==> config.mk <==
export PLATFORM = sky130hd
export DESIGN_NAME = uart_rx_hex_parser_p
export DESIGN_NICKNAME = d
export VERILOG_FILES = /design/src/rtl/uart_parser_pkg.sv /design/src/rtl/uart_parser_fifo.sv /design/src/rtl/uart_rx_hex_parser_p.sv
export SDC_FILE = /design/constraint.sdc
export NUM_CORES = 1
export LEC_CHECK = 0
export ABC_AREA = 1
export CAP_MARGIN = 20
export CORE_UTILIZATION = 40
export DETAILED_ROUTE_END_ITERATION = 10
export GPL_TIMING_DRIVEN = 0
export PLACE_DENSITY = 0.63
export SYNTH_ARGS = -nofsm -noshare
export SYNTH_HDL_FRONTEND = slang
export SYNTH_SLANG_ARGS = --single-unit
==> constraint.sdc <==
create_clock -name clk -period 2.5 [get_ports clk]
set_input_delay 0.5 -clock clk [delete_from_list [all_inputs] [get_ports clk]]
set_output_delay 0.5 -clock clk [all_outputs]
set_load 0.05 [all_outputs]
==> src/rtl/uart_parser_pkg.sv <==
// Shared definitions for the ASCII-hex line parser: character constants,
// parser state encoding and the hex-digit decoder.
package uart_parser_pkg;

  localparam logic [7:0] CHAR_0    = 8'h30;
  localparam logic [7:0] CHAR_9    = 8'h39;
  localparam logic [7:0] CHAR_A    = 8'h41;
  localparam logic [7:0] CHAR_F    = 8'h46;
  localparam logic [7:0] CHAR_a    = 8'h61;
  localparam logic [7:0] CHAR_f    = 8'h66;
  localparam logic [7:0] CHAR_sp   = 8'h20;
  localparam logic [7:0] CHAR_ht   = 8'h09;
  localparam logic [7:0] CHAR_cr   = 8'h0D;
  localparam logic [7:0] CHAR_lf   = 8'h0A;
  localparam logic [7:0] CHAR_cl   = 8'h3A;
  localparam logic [7:0] CHAR_hash = 8'h23;

  typedef enum logic [2:0] {
    INIT    = 3'd0,
    DIGIT   = 3'd1,
    LASTB   = 3'd2,
    INVALID = 3'd3,
    COMMENT = 3'd4
  } state_t;

  // Returns {is_hex, nibble}; nibble is 0 when the character is not hex.
  function automatic logic [4:0] ascii2hex(input logic [7:0] c);
    logic [7:0] t;
    t = 8'h00;
    if (c >= CHAR_0 && c <= CHAR_9) begin
      t = c - CHAR_0;
      return {1'b1, t[3:0]};
    end else if (c >= CHAR_A && c <= CHAR_F) begin
      t = c - 8'd55;
      return {1'b1, t[3:0]};
    end else if (c >= CHAR_a && c <= CHAR_f) begin
      t = c - 8'd87;
      return {1'b1, t[3:0]};
    end
    return 5'b0_0000;
  endfunction

endpackage

==> src/rtl/uart_parser_fifo.sv <==
// Synchronous show-ahead FIFO; the head entry is visible whenever empty is low.
// A push into a full FIFO is accepted only when a pop happens in the same cycle.
module uart_parser_fifo #(
  parameter int W     = 8,
  parameter int DEPTH = 4
) (
  input  logic         clk,
  input  logic         rst,
  input  logic         push,
  input  logic [W-1:0] din,
  input  logic         pop,
  output logic [W-1:0] dout,
  output logic         full,
  output logic         empty
);
  localparam int AW = $clog2(DEPTH);

  logic [W-1:0]  mem [DEPTH];
  logic [AW-1:0] wr_ptr_reg, rd_ptr_reg;
  logic [AW:0]   count_reg;
  logic          do_push, do_pop;

  assign full    = (count_reg == (AW+1)'(DEPTH));
  assign empty   = (count_reg == '0);
  assign do_pop  = pop && !empty;
  assign do_push = push && (!full || do_pop);
  // Head is forced to zero while empty so outputs read 0 after reset.
  assign dout    = empty ? '0 : mem[rd_ptr_reg];

  always_ff @(posedge clk) begin
    if (do_push) mem[wr_ptr_reg] <= din;
  end

  always_ff @(posedge clk or posedge rst) begin
    if (rst) begin
      wr_ptr_reg <= '0;
      rd_ptr_reg <= '0;
      count_reg  <= '0;
    end else begin
      if (do_push) wr_ptr_reg <= wr_ptr_reg + 1'b1;
      if (do_pop)  rd_ptr_reg <= rd_ptr_reg + 1'b1;
      case ({do_push, do_pop})
        2'b10:   count_reg <= count_reg + 1'b1;
        2'b01:   count_reg <= count_reg - 1'b1;
        default: count_reg <= count_reg;
      endcase
    end
  end

endmodule

==> src/rtl/uart_rx_hex_parser_p.sv <==
// ASCII-hex line parser: packs hex digits into NIBBLES-digit words behind a
// show-ahead FIFO. Define UART_PARSER_COMMENT_EN to treat '#' as a comment start.
module uart_rx_hex_parser_p
  import uart_parser_pkg::*;
#(
  parameter  int NIBBLES    = 2,
  parameter  int FIFO_DEPTH = 4,
  localparam int DW         = 4 * NIBBLES,
  localparam int BW         = $clog2(DW + 1)
) (
  input  logic          clk,
  input  logic          rst,
  input  logic          uart_rx_byte_en,
  input  logic [7:0]    uart_rx_byte,
  input  logic          m_tready,
  output logic          m_tvalid,
  output logic [DW-1:0] m_tdata,
  output logic [BW-1:0] m_tbits,
  output logic          m_tlast,
  output logic          overflow,
  output logic [15:0]   err_cnt
);
  localparam int NW = $clog2(NIBBLES + 1);
  localparam int FW = DW + BW + 1;

  state_t        state_reg, state_next;
  logic [DW-1:0] acc_reg, acc_next;
  logic [NW-1:0] ncnt_reg, ncnt_next;

  logic [4:0]    hx;
  logic [3:0]    nib;
  logic          is_hex, is_space, is_eol, is_colon, is_hash;
  logic          push_req, push_last, pop, full, empty, drop;
  logic [BW-1:0] push_bits;
  logic [FW-1:0] fifo_din, fifo_dout;

  assign hx       = ascii2hex(uart_rx_byte);
  assign is_hex   = hx[4];
  assign nib      = hx[3:0];
  assign is_space = (uart_rx_byte == CHAR_sp) || (uart_rx_byte == CHAR_ht);
  assign is_eol   = (uart_rx_byte == CHAR_cr) || (uart_rx_byte == CHAR_lf);
  assign is_colon = (uart_rx_byte == CHAR_cl);
  assign is_hash  = (uart_rx_byte == CHAR_hash);

  assign m_tvalid = !empty;
  assign pop      = m_tvalid && m_tready;

  always_comb begin
    state_next = state_reg;
    acc_next   = acc_reg;
    ncnt_next  = ncnt_reg;
    push_req   = 1'b0;
    push_last  = 1'b0;
    push_bits  = BW'(DW);
    if (uart_rx_byte_en) begin
      case (state_reg)
        INIT: begin
          if (is_hex) begin
            acc_next   = DW'(nib);
            ncnt_next  = NW'(1);
            state_next = DIGIT;
          end else if (is_space || is_eol) begin
            state_next = INIT;
`ifdef UART_PARSER_COMMENT_EN
          end else if (is_hash) begin
            state_next = COMMENT;
`endif
          end else begin
            state_next = INVALID;
          end
        end
        DIGIT: begin
          if (is_hex) begin
            if (ncnt_reg == NW'(NIBBLES)) begin
              push_req  = 1'b1;
              acc_next  = DW'(nib);
              ncnt_next = NW'(1);
            end else begin
              acc_next  = DW'({acc_reg, nib});
              ncnt_next = ncnt_reg + 1'b1;
            end
          end else if (is_space) begin
            state_next = DIGIT;
          end else if (is_colon) begin
            state_next = LASTB;
          end else if (is_eol) begin
            push_req   = 1'b1;
            push_last  = 1'b1;
            state_next = INIT;
`ifdef UART_PARSER_COMMENT_EN
          end else if (is_hash) begin
            push_req   = 1'b1;
            push_last  = 1'b1;
            state_next = COMMENT;
`endif
          end else begin
            push_req   = 1'b1;
            push_last  = 1'b1;
            state_next = INVALID;
          end
        end
        LASTB: begin
          // A zero-width word is meaningless, so ':0' is reported as 1 bit.
          if (is_hex) begin
            push_req  = 1'b1;
            push_last = 1'b1;
            if (nib == 4'd0)        push_bits = BW'(1);
            else if (int'(nib) < DW) push_bits = BW'(nib);
            else                     push_bits = BW'(DW);
            state_next = INVALID;
          end else if (is_eol) begin
            push_req   = 1'b1;
            push_last  = 1'b1;
            state_next = INIT;
          end else if (is_space) begin
            state_next = LASTB;
          end else begin
            push_req   = 1'b1;
            push_last  = 1'b1;
            state_next = INVALID;
          end
        end
        default: begin
          // INVALID and COMMENT both wait for end of line.
          if (is_eol) state_next = INIT;
        end
      endcase
    end
    // A dropped word poisons the rest of the line.
    drop = push_req && full && !pop;
    if (drop) state_next = INVALID;
  end

  always_ff @(posedge clk or posedge rst) begin
    if (rst) begin
      state_reg <= INIT;
      acc_reg   <= '0;
      ncnt_reg  <= '0;
      overflow  <= 1'b0;
      err_cnt   <= '0;
    end else begin
      state_reg <= state_next;
      acc_reg   <= acc_next;
      ncnt_reg  <= ncnt_next;
      overflow  <= drop;
      if (state_next == INVALID && state_reg != INVALID && err_cnt != 16'hFFFF)
        err_cnt <= err_cnt + 1'b1;
    end
  end

  assign fifo_din = {push_last, push_bits, acc_reg};

  uart_parser_fifo #(
    .W     (FW),
    .DEPTH (FIFO_DEPTH)
  ) u_fifo (
    .clk   (clk),
    .rst   (rst),
    .push  (push_req),
    .din   (fifo_din),
    .pop   (pop),
    .dout  (fifo_dout),
    .full  (full),
    .empty (empty)
  );

  assign m_tdata = fifo_dout[DW-1:0];
  assign m_tbits = fifo_dout[DW+BW-1:DW];
  assign m_tlast = fifo_dout[FW-1];

endmodule

==> summary.txt <==
Run status
  – Status: complete, no violations

Floorplanning
  – Io pins: 43
  – Die span in x: 107 um
  – DIE AREA: 11,600 um^2
  – Die height: 107 um
  – Row cnt: 38
  – Area of the core: 10,800 um^2
  – Starting Density: 0.411

Yosys
  – Post-synthesis sequential area ratio: 0.559
  – Post-Syn Nets: 511
  – Area leader, netlist: edfxtp_1
  – Largest cells by area after synthesis: edfxtp_1 (35%), dfrtp_1 (21%), nor2_1 (7.3%)
  – Area share of the largest cell type after synthesis: 0.351
  – EDFF count, synth: 52
  – Gate Count Post-Synth: 488
  – Commonest register cell after synthesis: edfxtp_1
  – Average footprint of a synthesized cell: 9.12 um^2
  – Seq cells post-synth: 89
  – Synth warnings: 0
  – Synth cell types: 32
  – Cell Area, Synth: 4450 um^2
  – Async S/R FF share, synth: 0.416

Final layout
  – Ant diodes: 0
  – Final Util: 0.507
  – Fraction of layout cells with a size suffix above 1: 0.181
  – Area Growth Syn to Fin: 23.4%
  – Largest register FFs: 52
  – Final Cell Area: 5490 um^2
  – Final cell count without fillers: 708
  – Fillers: 1,016
  – Nets: 586

Critical path
  – Reg2reg end: u_fifo.mem[2][6]$_DFFE_PP_
  – Slowest CP cell: clkdlybuf4s50_1
  – Worst setup path endpoint: u_fifo.mem[2][6]$_DFFE_PP_
  – CP Capture Type: flop
  – Crit Path Category: input port to flop
  – Arr. time, crit path: 2440 ps
  – Critical path peak fanout: 10
  – Critical path launch point: uart_rx_byte_en
  – Reg2Reg Setup Slack: 170 ps
  – Max incr delay on CP: 530 ps
  – CP cell instances: clkdlybuf4s50_1, inv_1, nor2_1, nand2_1, nor2_1, nand2_4, nand3_4, nand2_4, buf_4, buf_4, nor2_2, buf_6
  – Critical R2R Launch: state_reg[1]$_DFF_PP0_
  – Worst reg2reg path depth: 12
  – CP startpoint kind: input port
  – Critical Path RT: 2570 ps

Pwr
  – Switch share: 0.468
  – Leak pwr: 2.37 nW
  – Seq pwr share: 0.358
  – Part of the power in the clock network: 0.163
  – P_int: 3.15 mW
  – Maximum VDD drop: 0.000677 V
  – Psw: 2.77 mW
  – Power share of the combinational group: 0.480
  – PD cells: 1080 nW/um^2

STA
  – Fmax achieved: 421 MHz
  – Final Cycle Share: 0.950
  – Final min period: 2380 ps
  – Slew margin rel.: 0.477
  – Worst-Margin Slew: 783 ps
  – Final Hold Fails: 0
  – Max-slew violations: 0
  – Final setup violation count: 0
  – Worst Clk Skew: 14.6 ps

Drt
  – Starting DRT DRC Count: 153
  – Antenna Nets Post-Route: 0
  – Residual DRC count: 0
  – DR WL/cell: 14.0 um
  – Vias per cell: 4.96
  – Total Wirelength: 9890 um
  – DR pass1 iterations: 4
  – Vias post-DR: 3,511

GRT
  – GR Util All Layers: 0.181
  – Busiest grt layer: met2
  – Vias in the first global route: 3,336
  – GRT overflow: 0
  – Largest net degree at the start of global routing: 38
  – GRT met2 Usage: 0.301
  – GR Util met3: 0.0260
  – GRT met1 Usage: 0.240
  – First-pass GRT wire length: 16,200 um
  – Initial antenna violation count: 0

Clocking
  – Total CTS buffers: 9
  – Clock latency on the worst-skew pair: 360 ps
  – CTS H-tree depth: 3
  – Hold Buf Count CTS: 0
  – Reg clk slew, reported paths: 90 ps
  – CTS Root Cell: clkbuf_8
  – CTS tree: built
  – Clk sinks: 89
  – Longest Clk Path Bufs: 2

Job
  – MaxCap Viol Count: 0

Placed design
  – Final GP Congestion: 0.867
  – DP HPWL: 6840 um
  – Cell Area, Placed: 5110 um^2
  – IO Port Bufs: 42
  – Cell Count Post-Placement: 674

Worst hold path
  – HP Class: flop to flop
==> critical path, delay by kind of cell <==
kind	cells	cell delay, ps
buffers and inverters	5	1120
AND/OR/NAND/NOR	7	800
==> cells in the final DEF, fill, tap and decap left out, drive strengths merged <==
| cell type | instances |
|---|---|
| nor3 | 6 |
| dlymetal6s2s | 3 |
| clkinv | 4 |
| ha | 10 |
| dlygate4sd2 | 3 |
| nand3 | 44 |
| xnor2 | 4 |
| nor4 | 3 |
| xor2 | 13 |
| o21ai | 42 |
| clkinvlp | 1 |
| fa | 1 |
| a31oi | 3 |
| nor2 | 89 |
| buf | 40 |
| clkbuf | 18 |
| inv | 56 |
| a21oi | 19 |
| clkdlybuf4s50 | 21 |
| nand2 | 91 |
| nand3b | 2 |
| dfrtp | 37 |
| nand4 | 6 |
| edfxtp | 52 |
==> worst min-delay path by stage <==
stage / start / endpoint / slack (ps) / depth (start not counted)
6_report: u_fifo.count_reg[0]$_DFFE_PP0P_ / u_fifo.count_reg[0]$_DFFE_PP0P_ / 500 / 1
5_1_grt: u_fifo.count_reg[0]$_DFFE_PP0P_ / u_fifo.count_reg[0]$_DFFE_PP0P_ / 530 / 1
4_1_cts: u_fifo.count_reg[0]$_DFFE_PP0P_ / u_fifo.count_reg[0]$_DFFE_PP0P_ / 500 / 1
3_5_place_dp: u_fifo.count_reg[0]$_DFFE_PP0P_ / u_fifo.count_reg[0]$_DFFE_PP0P_ / 490 / 1
3_3_place_gp: u_fifo.count_reg[0]$_DFFE_PP0P_ / u_fifo.count_reg[0]$_DFFE_PP0P_ / 480 / 1
2_1_floorplan: u_fifo.count_reg[0]$_DFFE_PP0P_ / u_fifo.count_reg[0]$_DFFE_PP0P_ / 460 / 1
==> through the flow <==
stage / hold WS (ps) / setup TNS [ps] / total power [mW] / worst slack, ps
2_1_floorplan: 460 / 0 / 4.12 / 36.3
3_3_place_gp: 480 / -67960 / 4.93 / -1020
3_5_place_dp: 488 / -52650 / 5.04 / -780
4_1_cts: 501 / 0 / 5.91 / 3.31
5_1_grt: 525 / -18.6 / 6.31 / -17.7
6_report: 500 / 0 / 5.92 / 124
==> routing by layer <==
metal / routed length, um / part of all wire
met5: 0 / 0
met4: 174 / 0.018
met3: 307 / 0.031
met2: 4880 / 0.49
met1: 4530 / 0.46
==> cell families after synthesis <==
group                    share of synthesized area
AND/OR/NAND/NOR                              0.239
flip-flops                                   0.559
buffers and inverters                       0.0596
AO/OA/AOI/OAI                               0.0762
XOR/XNOR                                    0.0334
adder cells (fa/ha/maj)                     0.0326
==> power by group through the flow <==
stage,Combinational (mW),Clock (mW),Sequential (mW)
floorplan,1.91,0,2.21
global placement,2.79,0,2.13
detailed placement,2.89,0,2.15
CTS,2.81,0.981,2.12
global route,3.11,1.04,2.15
finish,2.84,0.963,2.12
==> what timing repair did <==
item / 4_1_cts / 5_1_grt
gates resized for setup: 95 / 24
cloned: 0 / 0
endpoints found under the setup margin: 78 / 51
pin swaps: 4 / 7
buffers inserted: 14 / 4
==> final cells by class <==
class                      count  area, um^2  share of cell area
sequential                    89        2490               0.453
multi-input combinational    333        1820               0.331
timing repair buffer          64         534              0.0972
inverter                      54         204              0.0371
tap                          140         175              0.0319
clock buffer                   9         124              0.0225
buffer                        12        77.6              0.0141
clock inverter                 7        72.6              0.0132
==> synth_stat cells, drive strengths merged (3+ instances only) <==
cell,count
ha,10
nor2,89
edfxtp,52
nand2,91
a31oi,3
dfrtp,37
nor3,6
o21ai,42
clkbuf,8
inv,53
nand4,6
xor2,13
a21oi,19
nand3,44
buf,4
xnor2,4
nor4,3
(Power assumes the default switching activity.)
